$ cat config.mk
export PLATFORM = sky130hd
export DESIGN_NAME = layer_mux_n_flat
export DESIGN_NICKNAME = d
export VERILOG_FILES = /design/src/rtl/layer_mux_n_if.sv /design/src/rtl/layer_mux_n.sv /design/src/flat_wrapper.sv
export SDC_FILE = /design/constraint.sdc
export NUM_CORES = 1
export LEC_CHECK = 0
export CORE_ASPECT_RATIO = 2
export CORE_UTILIZATION = 49
export CTS_BUF_LIST = sky130_fd_sc_hd__clkbuf_16
export CTS_CLUSTER_SIZE = 12
export DETAILED_ROUTE_END_ITERATION = 10
export PLACE_DENSITY_LB_ADDON = 0.25
export SLEW_MARGIN = 20
export SYNTH_ARGS = -nofsm -noshare
export SYNTH_HDL_FRONTEND = slang
export SYNTH_SLANG_ARGS = --single-unit
$ cat constraint.sdc
create_clock -name clk -period 3.15 [get_ports clk]
set_clock_uncertainty 0.15 [all_clocks]
set_input_delay 0.315 -clock clk [delete_from_list [all_inputs] [get_ports clk]]
set_output_delay 0.315 -clock clk [all_outputs]
set_load 0.01 [all_outputs]
$ cat src/rtl/layer_mux_n_if.sv
// ---------------------------------------------------------------------------
// layer_mux_n_if
// Bundles the per-pixel layer inputs, the priority-order configuration
// handshake and the registered mux outputs of layer_mux_n.
//   draw_req / layer_en / blink_en : NUM_LAYERS bits, bit i = layer i
//   rgb_in      : NUM_LAYERS*RGB_W, layer i at [i*RGB_W +: RGB_W]
//   frame_start : one-cycle pulse on the first pixel of a frame
//   cfg_valid / cfg_order / cfg_ready : priority-order offer handshake,
//                 cfg_order field k = layer index at rank k (rank 0 highest)
//   DrawingRequest / RGBOut / hit_layer : registered arbitration result
// Modports: master = pixel/config source, slave = layer_mux_n.
// ---------------------------------------------------------------------------
interface layer_mux_n_if #(
   parameter int NUM_LAYERS = 4,
   parameter int RGB_W      = 8
);
   localparam int IDX_W = (NUM_LAYERS > 1) ? $clog2(NUM_LAYERS) : 1;

   logic [NUM_LAYERS-1:0]       draw_req;
   logic [NUM_LAYERS*RGB_W-1:0] rgb_in;
   logic [NUM_LAYERS-1:0]       layer_en;
   logic [NUM_LAYERS-1:0]       blink_en;
   logic                        frame_start;
   logic                        cfg_valid;
   logic [NUM_LAYERS*IDX_W-1:0] cfg_order;
   logic                        cfg_ready;
   logic                        DrawingRequest;
   logic [RGB_W-1:0]            RGBOut;
   logic [IDX_W-1:0]            hit_layer;

   modport master (
      output draw_req, rgb_in, layer_en, blink_en, frame_start,
             cfg_valid, cfg_order,
      input  cfg_ready, DrawingRequest, RGBOut, hit_layer
   );

   modport slave (
      input  draw_req, rgb_in, layer_en, blink_en, frame_start,
             cfg_valid, cfg_order,
      output cfg_ready, DrawingRequest, RGBOut, hit_layer
   );
endinterface

$ cat src/rtl/layer_mux_n.sv
// ---------------------------------------------------------------------------
// layer_mux_n
// Priority multiplexer for NUM_LAYERS drawing layers. Each pixel the
// eligible layer with the best rank in the active priority order drives the
// registered output colour; otherwise the background colour is output.
// A layer is eligible when it requests drawing, is enabled, its colour is
// not the transparent key, and it is not blanked by the blink phase.
// A new priority order is captured into a shadow register through a
// ready/valid handshake and only becomes active at the next frame_start,
// so an order change never tears a frame.
// Ports:
//   clk    : pixel clock
//   resetN : asynchronous, active-low reset
//   bus    : layer_mux_n_if.slave (layer inputs, config handshake, outputs)
// ---------------------------------------------------------------------------
module layer_mux_n #(
   parameter int               NUM_LAYERS   = 4,
   parameter int               RGB_W        = 8,
   parameter logic [RGB_W-1:0] KEY_RGB      = '0,
   parameter logic [RGB_W-1:0] BG_RGB       = '0,
   parameter int               BLINK_FRAMES = 16
)(
   input  logic         clk,
   input  logic         resetN,
   layer_mux_n_if.slave bus
);

   localparam int IDX_W = (NUM_LAYERS > 1) ? $clog2(NUM_LAYERS) : 1;
   localparam int CNT_W = (BLINK_FRAMES > 1) ? $clog2(BLINK_FRAMES) : 1;
   localparam int ORD_W = NUM_LAYERS * IDX_W;

   typedef enum logic {
      IDLE    = 1'b0,
      PENDING = 1'b1
   } cfg_state_t;

   // Identity order: rank k holds layer k.
   function automatic logic [ORD_W-1:0] identity_order();
      logic [ORD_W-1:0] o;
      o = '0;
      for (int k = 0; k < NUM_LAYERS; k++) begin
         o[k*IDX_W +: IDX_W] = IDX_W'(k);
      end
      return o;
   endfunction

   function automatic logic is_eligible(
      input logic             req,
      input logic             en,
      input logic             blink,
      input logic             phase,
      input logic [RGB_W-1:0] rgb
   );
      return req & en & (rgb != KEY_RGB) & (~blink | ~phase);
   endfunction

   cfg_state_t        state, state_nxt;
   logic              cfg_ready_c;
   logic              capture;
   logic              apply;
   logic [ORD_W-1:0]  order_shd;
   logic [ORD_W-1:0]  order_act;

   logic [CNT_W-1:0]  blink_cnt;
   logic              blink_phase;

   logic [NUM_LAYERS-1:0] elig_p0;
   logic [IDX_W-1:0]      rank_idx_p0;
   logic                  win_vld_p0;
   logic [IDX_W-1:0]      win_idx_p0;
   logic [RGB_W-1:0]      win_rgb_p0;

   logic                  vld_p1;
   logic [IDX_W-1:0]      hit_p1;
   logic [RGB_W-1:0]      rgb_p1;

   // ---- stage p0: eligibility and rank search (combinational) ----
   // blink_phase and order_act are the registered values, so the pixel that
   // coincides with frame_start still sees the previous frame's settings.
   always_comb begin
      elig_p0 = '0;
      for (int i = 0; i < NUM_LAYERS; i++) begin
         elig_p0[i] = is_eligible(bus.draw_req[i], bus.layer_en[i],
                                  bus.blink_en[i], blink_phase,
                                  bus.rgb_in[i*RGB_W +: RGB_W]);
      end
   end

   // Walk from the lowest priority rank upwards so the best matching rank is
   // the last to assign; duplicates therefore resolve to the lowest rank and
   // indices outside the layer range are skipped.
   always_comb begin
      rank_idx_p0 = '0;
      win_vld_p0  = 1'b0;
      win_idx_p0  = '0;
      win_rgb_p0  = BG_RGB;
      for (int k = NUM_LAYERS - 1; k >= 0; k--) begin
         rank_idx_p0 = order_act[k*IDX_W +: IDX_W];
         if (int'(rank_idx_p0) < NUM_LAYERS) begin
            if (elig_p0[rank_idx_p0]) begin
               win_vld_p0 = 1'b1;
               win_idx_p0 = rank_idx_p0;
               win_rgb_p0 = bus.rgb_in[int'(rank_idx_p0)*RGB_W +: RGB_W];
            end
         end
      end
   end

   // ---- stage p1: registered outputs ----
   // DrawingRequest comes from the win flag, not from the colour, so a
   // winning colour that happens to be zero still reports a hit.
   always_ff @(posedge clk or negedge resetN) begin
      if (!resetN) begin
         vld_p1 <= 1'b0;
         hit_p1 <= '0;
         rgb_p1 <= BG_RGB;
      end else begin
         vld_p1 <= win_vld_p0;
         hit_p1 <= win_idx_p0;
         rgb_p1 <= win_rgb_p0;
      end
   end

   assign bus.DrawingRequest = vld_p1;
   assign bus.hit_layer      = hit_p1;
   assign bus.RGBOut         = rgb_p1;

   // Config handshake state register
   always_ff @(posedge clk or negedge resetN) begin
      if (!resetN) begin
         state <= IDLE;
      end else begin
         state <= state_nxt;
      end
   end

   // Apply is only possible from PENDING, so an offer arriving together
   // with frame_start in IDLE waits for the following frame_start.
   always_comb begin
      state_nxt   = state;
      cfg_ready_c = 1'b0;
      capture     = 1'b0;
      apply       = 1'b0;
      case (state)
         IDLE: begin
            cfg_ready_c = 1'b1;
            if (bus.cfg_valid) begin
               capture   = 1'b1;
               state_nxt = PENDING;
            end
         end
         PENDING: begin
            if (bus.frame_start) begin
               apply     = 1'b1;
               state_nxt = IDLE;
            end
         end
         default: begin
            state_nxt = IDLE;
         end
      endcase
   end

   assign bus.cfg_ready = cfg_ready_c;

   // Shadow and active priority orders; reset discards any pending order.
   always_ff @(posedge clk or negedge resetN) begin
      if (!resetN) begin
         order_shd <= identity_order();
         order_act <= identity_order();
      end else begin
         if (capture) begin
            order_shd <= bus.cfg_order;
         end
         if (apply) begin
            order_act <= order_shd;
         end
      end
   end

   // Blink timing advances once per frame; the phase flips every
   // BLINK_FRAMES frames (every frame when BLINK_FRAMES is 1).
   always_ff @(posedge clk or negedge resetN) begin
      if (!resetN) begin
         blink_cnt   <= '0;
         blink_phase <= 1'b0;
      end else if (bus.frame_start) begin
         if (blink_cnt == CNT_W'(BLINK_FRAMES - 1)) begin
            blink_cnt   <= '0;
            blink_phase <= ~blink_phase;
         end else begin
            blink_cnt <= blink_cnt + 1'b1;
         end
      end
   end

endmodule
$ cat src/flat_wrapper.sv
// flat-port wrapper written by rule: the top's interface ports become plain ports
module layer_mux_n_flat 
#(
   parameter int               NUM_LAYERS   = 4,
   parameter int               RGB_W        = 8,
   parameter logic [RGB_W-1:0] KEY_RGB      = '0,
   parameter logic [RGB_W-1:0] BG_RGB       = '0,
   parameter int               BLINK_FRAMES = 16
)
  (clk, resetN, bus_draw_req, bus_rgb_in, bus_layer_en, bus_blink_en, bus_frame_start, bus_cfg_valid, bus_cfg_order, bus_cfg_ready, bus_DrawingRequest, bus_RGBOut, bus_hit_layer);
  layer_mux_n_if #(.NUM_LAYERS(NUM_LAYERS), .RGB_W(RGB_W)) bus_i ();
  input  logic clk;
  input  logic resetN;
  input wire logic [$bits(bus_i.draw_req)-1:0] bus_draw_req;
  input wire logic [$bits(bus_i.rgb_in)-1:0] bus_rgb_in;
  input wire logic [$bits(bus_i.layer_en)-1:0] bus_layer_en;
  input wire logic [$bits(bus_i.blink_en)-1:0] bus_blink_en;
  input wire logic [$bits(bus_i.frame_start)-1:0] bus_frame_start;
  input wire logic [$bits(bus_i.cfg_valid)-1:0] bus_cfg_valid;
  input wire logic [$bits(bus_i.cfg_order)-1:0] bus_cfg_order;
  output wire logic [$bits(bus_i.cfg_ready)-1:0] bus_cfg_ready;
  output wire logic [$bits(bus_i.DrawingRequest)-1:0] bus_DrawingRequest;
  output wire logic [$bits(bus_i.RGBOut)-1:0] bus_RGBOut;
  output wire logic [$bits(bus_i.hit_layer)-1:0] bus_hit_layer;
  assign bus_i.draw_req = bus_draw_req;
  assign bus_i.rgb_in = bus_rgb_in;
  assign bus_i.layer_en = bus_layer_en;
  assign bus_i.blink_en = bus_blink_en;
  assign bus_i.frame_start = bus_frame_start;
  assign bus_i.cfg_valid = bus_cfg_valid;
  assign bus_i.cfg_order = bus_cfg_order;
  assign bus_cfg_ready = bus_i.cfg_ready;
  assign bus_DrawingRequest = bus_i.DrawingRequest;
  assign bus_RGBOut = bus_i.RGBOut;
  assign bus_hit_layer = bus_i.hit_layer;
  layer_mux_n #(.NUM_LAYERS(NUM_LAYERS), .RGB_W(RGB_W), .KEY_RGB(KEY_RGB), .BG_RGB(BG_RGB), .BLINK_FRAMES(BLINK_FRAMES)) u_core (.clk(clk), .resetN(resetN), .bus(bus_i));
endmodule
==> metrics.yaml, run 1 <==
critical_path:
  setup.worst_path.end_class: "flip-flop"
  slowest_stage: "or4_1"
  r2r-end: "u_core.bus.RGBOut[5]$_DFF_PN0_"
  crit_arrival_ns: 2.93
  r2r_slack_ns: 0.75
  r2r_cells: 7
  path_class: "input pin to flip-flop"
  cp_top_family: "simple AND/OR/NAND/NOR gates"
  path_buf_inv: 1
  reg2reg_from: "u_core.order_act[6]$_DFFE_PN1P_"
  worstPathCellList: "clkdlybuf4s50_1, or4_1, o2111a_2, mux4_2, or2_1, o221ai_2"
  cp_max_fo: 8
  worstPathRequired_ns: 3.19
  cp_slowest_stage_delay_ns: 0.58
  startpoint_type: "input pin"
cts:
  clock_latency_ns: 0.28
  path_clk_slew_ns: 0.06
  cts_buffers: 5
  hold_buffers: 0
  cts_tree: "done"
  post-cts-setup-buffers: 0
  h-tree-depth: 2
  root_buffer: "clkbuf_16"
  cts_buffer_depth: 2
  cts-resized-gates: 0
  numClockSinks: 33
final_layout:
  fin_area_mm2: 0.00364
  area_growth_pct: 40.8
  layout-drive-gt1-share_pct: 31.9
  fillCellCount: 383
  diodes: 0
  fin_cells: 365
  nets: 363
timing:
  min_period_ns: 2.88
  rsz0062_at_grt: "false"
  setup_viol: 0
  slew_headroom_pct: 49.7
  worstMarginPinSlew_ns: 0.753
  tns_ns: 0
  max_freq_ghz: 0.347
  hold_slack_ns: 0.289
  hold_viol: 0
  finalMaxSlewViolations: 0
  fin_crit_sh_pct: 91.5
detailed_routing:
  vias: 2397
  ant_nets: 0
  wirelength_mm: 7.38
  dr.pass1.iters: 4
  initialDrtViolationCount: 107
  drc: 0
  avgViaCountPerCell: 6.57
  post_drt_wl_per_cell_um: 20.2
yosys:
  synth_area_mm2: 0.00258
  yosys_warnings: 0
  synth_top_flop_cell: "dfrtp_1"
  synthCells: 220
  yosysMostFrequentCell: "nand2_1"
  yosysSeqAreaShare_pct: 32.3
  synth_top_cell_by_area: "dfrtp_1"
  synth_common_cells: "nand2_1, mux4_2, dfrtp_1"
  synth_top_cell_area_share_pct: 24.2
  synth_edf_count: 0
  ys_top_cells_by_area: "dfrtp_1, mux4_2, dfstp_2"
  ys_seq_elements: 33
  synth_nets: 277
  synth_cell_type_count: 38
  synthArstFlopShare_pct: 100
  avgSynthCellArea_um2: 11.7
floorplanning:
  core-area_mm2: 0.00509
  core.rowCount: 37
  initial_core_util_pct: 50.8
  die_area_mm2: 0.00559
  die_h_um: 105
  die_w_um: 53.4
  io_pins: 68
place:
  placed_area_mm2: 0.00347
  dp_hpwl_mm: 5.52
  port_buffers: 67
  gp_congestion: 0.893
  post-place-cells: 357
grt:
  grt-ovfl-total: 0
  grt_pass1_vias: 2523
  grt_pass1_wl_mm: 11.8
  track_usage_pct: 28.9
  grt_max_degree: 34
  antenna_found_initial: 0
run:
  cap_violations: 0
power_and_ir_drop:
  p_leak_nw: 1.37
  peakVddDrop_mv: 0.774
  finalPower_mw: 2.82
  p_per_area_mw_per_mm2: 776
worst_hold_path:
  hp-class: "input pin to async pin"
status:
  status: "finished, final reports clean"
-- where the power goes --
part           switching, mW  internal [mW]  total, mW
combinational          0.611          0.810       1.42
clock                  0.203          0.375      0.577
sequential             0.209          0.616      0.825
-- how the worst max path moves through the flow --
stage / from / slack, ns / end / cells after the start
2_1_floorplan: bus_rgb_in[1] / 0.74 / u_core.bus.RGBOut[5]$_DFF_PN0_ / 7
6_report: bus_rgb_in[1] / 0.27 / u_core.bus.RGBOut[0]$_DFF_PN0_ / 6
4_1_cts: bus_rgb_in[1] / 0.29 / u_core.bus.RGBOut[0]$_DFF_PN0_ / 6
5_1_grt: bus_rgb_in[28] / 0.13 / u_core.bus.RGBOut[0]$_DFF_PN0_ / 6
3_5_place_dp: bus_rgb_in[1] / 0.004 / u_core.bus.RGBOut[0]$_DFF_PN0_ / 6
3_3_place_gp: bus_rgb_in[1] / 0.08 / u_core.bus.RGBOut[4]$_DFF_PN0_ / 6
-- layout make-up --
class	count	area, um^2	share of cell area, %
Inverter	3	11.3	0.309
Multi-Input combinational cell	168	1670	45.8
Tap cell	58	72.6	1.99
Sequential cell	33	836	23.0
Clock buffer	5	125	3.44
Timing Repair Buffer	95	881	24.2
Clock inverter	3	46.3	1.27
-- worst reg2reg max path, stage by stage, from the launching register on --
cell and delay, ns:
dfstp_2 0.79, inv_1 0.12, a2111oi_0 0.34, o21ai_1 0.19
buf_4 0.19, o2111ai_1 0.19, o21ai_0 0.15, o221ai_2 0.20
-- cell usage in the layout (no fill, tap or decap), types with 4 or more instances in the layout --
| cell type | n |
|---|---|
| a211oi_1 | 4 |
| a22oi_1 | 6 |
| buf_4 | 28 |
| clkbuf_16 | 5 |
| clkdlybuf4s50_1 | 67 |
| dfrtp_1 | 25 |
| dfstp_2 | 8 |
| mux2_2 | 17 |
| mux2i_1 | 13 |
| mux4_2 | 27 |
| nand2_1 | 28 |
| nand3_1 | 6 |
| nor4_1 | 7 |
| o211ai_1 | 6 |
| o21ai_0 | 14 |
| o221ai_2 | 8 |
-- layer usage --
layer  global-route usage [%]  routed length [um]  vias to the layer above
met4                     15.2                 305                        0
met3                     3.78                 478                       29
met1                     33.6                2590                     1163
li1                         -                   -                     1069
met2                     48.9                4000                      136
met5                        0                   0                        -
-- cells by family (layout without fill, tap and decap cells) --
kind of cell / after synthesis / in the layout / synth area share (%)
and+or+nand+nor: 55 / 55 / 10.6
xor gates and xnor gates: 2 / 2 / 0.678
muxes: 57 / 57 / 36.0
DFF: 33 / 33 / 32.3
AOI/OAI and AO/OA: 53 / 53 / 16.7
buffers and inverters: 19 / 106 / 3.19
adders and majority gates: 1 / 1 / 0.484
-- registers in the layout, indices dropped and copies added (netlist names) --
signal,flops
u_core.blink_phase,1
u_core.order_act,8
u_core.blink_cnt,4
u_core.order_shd,8
u_core.state,1
u_core.bus.DrawingRequest,1
u_core.bus.RGBOut,8
u_core.bus.hit_layer,2
-- metrics by stage --
| stage | worst slack [ns] | utilization (%) |
|---|---|---|
| 6_report | 0.266 | 71.4 |
| 5_1_grt | 0.128 | 71.4 |
| 2_1_floorplan | 0.743 | - |
| 3_3_place_gp | 0.0765 | 68.1 |
| 4_1_cts | 0.285 | 71.4 |
| 3_5_place_dp | 0.00443 | 68.1 |
Power figures use the tool's default switching activity.
==> run 2, diff against run 1 <==
Settings changed: RECOVER_POWER set to 25, TNS_END_PERCENT set to 20.
==> run 2 against run 1 <==
Net effect:
- the run now ends with max-capacitance violations, max-slew violations left
- clock-buffer cell count unchanged
- cell area down 0.10%
- non-clock buffer count unchanged
- global-route usage unchanged
- power about the same
- via count up 0.17%
- combinational power about the same
- critical endpoint unchanged
- highest routed layer unchanged
==> metrics.yaml, run 2 (synthesized netlist as in run 1, its figures left out) <==
grt:
  grt_pass1_wl_mm: 11.8  # unchanged
  grt-ovfl-total: 0  # unchanged
  grt_pass1_vias: 2523  # unchanged
  track_usage_pct: 28.9  # unchanged
  antenna_found_initial: 0  # unchanged
  grt_max_degree: 34  # unchanged
critical_path:
  crit_arrival_ns: 2.92  # about the same
  path_class: "input pin to flip-flop"
  setup.worst_path.end_class: "flip-flop"
  cp_max_fo: 8  # unchanged
  reg2reg_from: "u_core.order_act[6]$_DFFE_PN1P_"
  worstPathRequired_ns: 3.19  # about the same
  startpoint_type: "input pin"
  r2r_slack_ns: 0.74  # about the same
  r2r_cells: 7  # unchanged
  r2r-end: "u_core.bus.RGBOut[5]$_DFF_PN0_"
power_and_ir_drop:
  finalPower_mw: 2.82  # about the same
  p_per_area_mw_per_mm2: 776  # about the same
  peakVddDrop_mv: 0.774  # about the same
  p_leak_nw: 1.36  # -0.25%
final_layout:
  fin_cells: 365  # unchanged
  layout_common_cells: "clkdlybuf4s50_1, nand2_1, mux4_2, buf_4, dfrtp_1"
  fin_util_pct: 71.4  # -0.074 points
  layout-drive-gt1-share_pct: 31.6  # -0.33 points
  multi_input_area_mm2: 0.00167  # unchanged
  fillCellCount: 385  # +0.52%
  diodes: 0  # unchanged
  final_common_cell: "clkdlybuf4s50_1"
  area_growth_pct: 40.6
  seqCellArea_um2: 836  # unchanged
  nets: 363  # unchanged
worst_hold_path:
  min_from: "u_core.order_shd[4]$_DFFE_PN0P_"
  hp-class: "flip-flop to flip-flop"
  hold_depth: 1
  hold_end: "u_core.order_act[4]$_DFFE_PN0P_"
cts:
  h-tree-depth: 2  # unchanged
  clock_latency_ns: 0.28  # about the same
  post-cts-setup-buffers: 0  # unchanged
  cts-resized-gates: 0  # unchanged
  cts_buffers: 5  # unchanged
  path_clk_slew_ns: 0.06  # about the same
  cts_tree: "done"
  root_buffer: "clkbuf_16"
  cts_buffer_depth: 2  # unchanged
  numClockSinks: 33  # unchanged
  hold_buffers: 0  # unchanged
timing:
  slew_headroom_pct: -23.8  # -73 points
  fin_crit_sh_pct: 91.5  # about the same
  tns_ns: 0  # unchanged
  hold_viol: 0  # unchanged
  finalMaxSlewViolations: 34  # +34
  setup_viol: 0  # unchanged
  min_period_ns: 2.88  # -0.00276 ns
  max_freq_ghz: 0.347  # about the same
  worstMarginPinSlew_ns: 1.86  # +1.10 ns
  rsz0062_at_grt: "false"
  layout_setup_ws_ns: 0.269  # +0.00276 ns
status:
  status: "finished, violations left"
  violations: "max-capacitance violations, max-slew violations"
detailed_routing:
  post_drt_wl_per_cell_um: 20.2  # about the same
  wirelength_mm: 7.38  # about the same
  avgViaCountPerCell: 6.58  # +0.17%
  ant_nets: 0  # unchanged
  dr.pass1.iters: 4  # unchanged
  drc: 0  # unchanged
  vias: 2401  # +0.17%
  initialDrtViolationCount: 104  # -2.8%
floorplanning:
  io_pins: 68  # unchanged
  die_area_mm2: 0.00559  # unchanged
  initial_core_util_pct: 50.8  # unchanged
  core-area_mm2: 0.00509  # unchanged
  die_w_um: 53.4  # unchanged
  die_h_um: 105  # unchanged
  core.rowCount: 37  # unchanged
place:
  post-place-cells: 357  # unchanged
  port_buffers: 67  # unchanged
  gp_congestion: 0.893  # unchanged
  pre_cts_ws_ns: 0.00443  # unchanged
  dp_hpwl_mm: 5.52  # unchanged
run:
  cap_violations: 1  # +1
-- run 2: critical path: stages --
cell,delay [ns]
clkdlybuf4s50_1,0.42
or4_1,0.58
o2111a_2,0.32
mux4_2,0.51
or2_1,0.47
o221ai_2,0.30
-- run 2: final cells by class --
| type | instances | share of cell area [%] |
|---|---|---|
| Clock buffer | 5 | 3.44 |
| Timing Repair Buffer | 95 | 24.1 |
| Sequential cell | 33 | 23.0 |
| Inverter | 3 | 0.310 |
| Clock inverter | 3 | 1.27 |
| Tap cell | 58 | 2.00 |
| Multi-Input combinational cell | 168 | 45.9 |
-- run 2: per-layer routing --
layer / routed length, um / global-route usage (%) / vias up
met2: 3990 / 48.9 / 142
met1: 2570 / 33.6 / 1162
met5: 0 / 0 / -
met3: 505 / 3.78 / 30
li1: - / - / 1067
met4: 310 / 15.2 / 0
-- run 2: worst max-delay path by stage --
stage / from / end / slack [ns]
6_report: bus_rgb_in[1] / u_core.bus.RGBOut[0]$_DFF_PN0_ / 0.27
2_1_floorplan: bus_rgb_in[1] / u_core.bus.RGBOut[5]$_DFF_PN0_ / 0.74
3_3_place_gp: bus_rgb_in[1] / u_core.bus.RGBOut[4]$_DFF_PN0_ / 0.08
5_1_grt: bus_rgb_in[28] / u_core.bus.RGBOut[0]$_DFF_PN0_ / 0.13
3_5_place_dp: bus_rgb_in[1] / u_core.bus.RGBOut[0]$_DFF_PN0_ / 0.004
4_1_cts: bus_rgb_in[1] / u_core.bus.RGBOut[0]$_DFF_PN0_ / 0.29
-- run 2: stage by stage --
step                      cell area, um^2  hold slack, ns
after global routing                 3630           0.375
final                                3630           0.361
after detailed placement             3470           0.347
after floorplan                      2580          -0.131
after global placement               3470           0.339
after CTS                            3640           0.320
-- run 2: report_power, final --
part | switching [mW] | leakage [nW] | total (mW) | internal (mW)
combinational | 0.611 | 0.896 | 1.42 | 0.809
clock | 0.202 | 0.0800 | 0.576 | 0.374
sequential | 0.209 | 0.388 | 0.825 | 0.616
total | 1.02 | 1.36 | 2.82 | 1.80
==> run 3, diff against run 2 <==
Settings changed: ABC_AREA set to 1, CORE_UTILIZATION 49 to 51.
==> run 3 against run 2 <==
Net effect:
- flip-flop and latch count is the same
- sequential power shrank 1%
- the flow still finishes with violations (max-capacitance violations, max-slew violations)
- clock power is essentially flat
- synthesized cell count grew 110%
- core utilization shrank 3.2 points
- final cell count grew 57%
- critical endpoint is now u_core.bus.RGBOut[2]$_DFF_PN0_
==> metrics.yaml, run 3 <==
timing:
  finalMaxSlewViolations: 34  # unchanged
  slew_headroom_pct: -22.5  # +1.3 points
  rsz0062_at_grt: "false"
  setup_viol: 0  # unchanged
  hold_viol: 0  # unchanged
  tns_ns: 0  # unchanged
  layout_setup_ws_ns: 0.875  # +0.606 ns
  min_period_ns: 2.28  # -0.606 ns
  fin_crit_sh_pct: 72.2  # -19 points
  max_freq_ghz: 0.439  # +27%
  worstMarginPinSlew_ns: 1.84  # -0.0194 ns
final_layout:
  layout_common_cells: "nand2_1, o21ai_0, clkdlybuf4s50_1, a21oi_1, nor2_1"
  final_common_cell: "nand2_1"
  area_growth_pct: 27.0
  layout-drive-gt1-share_pct: 14.1  # -18 points
  fin_area_mm2: 0.00373  # +2.6%
  nets: 568  # +56%
  fillCellCount: 494  # +28%
  diodes: 0  # unchanged
  fin_cells: 572  # +57%
cts:
  cts_tree: "done"
  post-cts-setup-buffers: 0  # unchanged
  cts_buffers: 5  # unchanged
  cts_buffer_depth: 2  # unchanged
  path_clk_slew_ns: 0.06  # about the same
  hold_buffers: 0  # unchanged
  root_buffer: "clkbuf_16"
  cts-resized-gates: 0  # unchanged
  h-tree-depth: 2  # unchanged
  clock_latency_ns: 0.29  # about the same
  numClockSinks: 33  # unchanged
grt:
  grt-busiest-layer: "met2"
  grt_use_met1_pct: 31.3  # -2.3 points
  grt_pass1_vias: 3369  # +34%
  antenna_found_initial: 0  # unchanged
  track_usage_pct: 31.9  # +3.0 points
  use_met2_pct: 56.5  # +7.5 points
  grt_pass1_wl_mm: 15.0  # +27%
  grtUsageMet3_pct: 5.18  # +1.4 points
  grt-ovfl-total: 0  # unchanged
  grt_max_degree: 34  # unchanged
yosys:
  synth_edf_count: 0  # unchanged
  ys_seq_elements: 33  # unchanged
  synth_common_cells: "nand2_1, o21ai_0, a21oi_1"
  synth-compound-area-share_pct: 25.3  # +8.6 points
  yosysMostFrequentCell: "nand2_1"
  synth.area.mux_share_pct: 3.07  # -33 points
  synth_top_cell_area_share_pct: 21.3  # -2.9 points
  synth_area_mm2: 0.00294  # +14%
  synth_top_flop_cell: "dfrtp_1"
  synth_fa_ha_area_share_pct: 0.426  # -0.058 points
  yosysSeqAreaShare_pct: 28.5  # -3.9 points
  synth_cell_type_count: 28  # -26%
  synthSimpleGateAreaFrac_pct: 31.6  # +21 points
  synth_xor_area_share_pct: 0.895  # +0.22 points
  synth_top_family_by_area: "simple AND/OR/NAND/NOR gates"
  synthCells: 461  # +110%
  avgSynthCellArea_um2: 6.37  # -46%
  synth_top_cell_by_area: "dfrtp_1"
  yosys_warnings: 0  # unchanged
  synth_nets: 518  # +87%
  ys_top_cells_by_area: "dfrtp_1, o21ai_0, nand2_1"
  synthArstFlopShare_pct: 100  # unchanged
detailed_routing:
  drc: 0  # unchanged
  avgViaCountPerCell: 5.97  # -9.3%
  dr.pass1.iters: 5  # +1
  post_drt_wl_per_cell_um: 16.3  # -19%
  vias: 3414  # +42%
  wirelength_mm: 9.31  # +26%
  ant_nets: 0  # unchanged
  initialDrtViolationCount: 261  # +150%
power_and_ir_drop:
  peakVddDrop_mv: 0.587  # -24%
  p_leak_nw: 1.71  # +25%
  p_per_area_mw_per_mm2: 801  # +3.2%
critical_path:
  path_buf_inv: 2  # +1
  cp_max_fo: 33  # +25
  startpoint_type: "input pin"
  cp_top_family: "buffers and inverters"
  path_class: "input pin to async pin"
  worstPathCellList: "dlygate4sd3_1, clkbuf_1"
  worstPathRequired_ns: 3.04  # -0.15 ns
  crit_arrival_ns: 2.17  # -0.75 ns
  slowest_stage: "clkbuf_1"
  cp_slowest_stage_delay_ns: 1.31  # +0.73 ns
  setup.worst_path.end_class: "async pin"
floorplanning:
  die_h_um: 109  # +4.4%
  initial_core_util_pct: 53.7  # +2.9 points
  die_area_mm2: 0.00608  # +8.8%
  io_pins: 68  # unchanged
  core.rowCount: 38  # +2.7%
  die_w_um: 55.6  # +4.3%
  core-area_mm2: 0.00547  # +7.4%
place:
  dp_hpwl_mm: 6.63  # +20%
  gp_congestion: 0.928  # +3.9%
  port_buffers: 67  # unchanged
  placed_area_mm2: 0.00356  # +2.7%
  post-place-cells: 564  # +58%
  pre_cts_ws_ns: 0.691  # +0.687 ns
run:
  cap_violations: 1  # unchanged
status:
  status: "finished, violations left"
  violations: "max-capacitance violations, max-slew violations"
worst_hold_path:
  hp-class: "flip-flop to flip-flop"
==> run 3: cell types whose count changed after synthesis, sizes merged, moves of 27 or more <==
| cell | before | now |
|---|---|---|
| inv | 3 | 40 |
| nand3 | 6 | 39 |
| nand2 | 28 | 113 |
| o21ai | 16 | 83 |
| nor2 | 2 | 48 |
| a21oi | 1 | 60 |
| mux4 | 27 | 0 |
==> run 3: cell families (layout without fill, tap and decap cells) <==
kind of cell,after synthesis,count (layout)
xor gates and xnor gates,3,3
DFF,33,33
AOI/OAI and AO/OA,144,144
adders and majority gates,1,1
muxes,8,8
and+or+nand+nor,204,204
buffers and inverters,68,119
==> run 3: worst paths after layout <==
path                                                  from                               to  slack [ns]  depth (start not counted)
min in group asynchronous                           resetN   u_core.bus.RGBOut[4]$_DFF_PN0_        0.91                          2
hold / removal             u_core.blink_cnt[3]$_DFFE_PN0P_  u_core.blink_cnt[3]$_DFFE_PN0P_        0.35                          1
setup / recovery                                    resetN   u_core.bus.RGBOut[2]$_DFF_PN0_        0.87                          2
max in group clk                            bus_rgb_in[18]   u_core.bus.RGBOut[4]$_DFF_PN0_        0.87                          9
setup reg to reg           u_core.order_act[2]$_DFFE_PN1P_   u_core.bus.RGBOut[0]$_DFF_PN0_        1.00                          8
hold reg to reg            u_core.blink_cnt[3]$_DFFE_PN0P_  u_core.blink_cnt[3]$_DFFE_PN0P_        0.35                          1
==> run 3: layout make-up <==
cell class / count / area [um^2] / area share, %
well taps: 60 / 75.1 / 2.01
inverters: 40 / 150 / 4.03
flip-flops and latches: 33 / 836 / 22.4
clock buffers: 5 / 125 / 3.36
clock inverters: 3 / 46.3 / 1.24
repair buffers: 71 / 697 / 18.7
multi-input cells: 360 / 1800 / 48.3
==> run 3: metrics by stage <==
step	power (mW)	util, %	hold slack (ns)
after floorplan	1.87	-	-0.131
after global placement	2.33	65.1	0.330
after detailed placement	2.37	65.1	0.344
after CTS	2.95	68.3	0.316
after global routing	3.21	68.2	0.363
final	2.99	68.2	0.353
==> run 3: metal layers <==
layer | wire length (um) | vias up | part of all wire (%)
met1 | 3060 | 1514 | 33
met4 | 660 | 0 | 7.1
li1 | - | 1618 | -
met2 | 4840 | 221 | 52
met5 | 0 | - | 0
met3 | 752 | 61 | 8.1
==> run 3: report_power, final <==
| part | switching (mW) | internal (mW) | leakage (nW) |
|---|---|---|---|
| Combinational | 0.975 | 0.620 | 1.25 |
| Sequential | 0.206 | 0.610 | 0.376 |
| Clock | 0.202 | 0.374 | 0.0800 |
| Total | 1.38 | 1.60 | 1.71 |
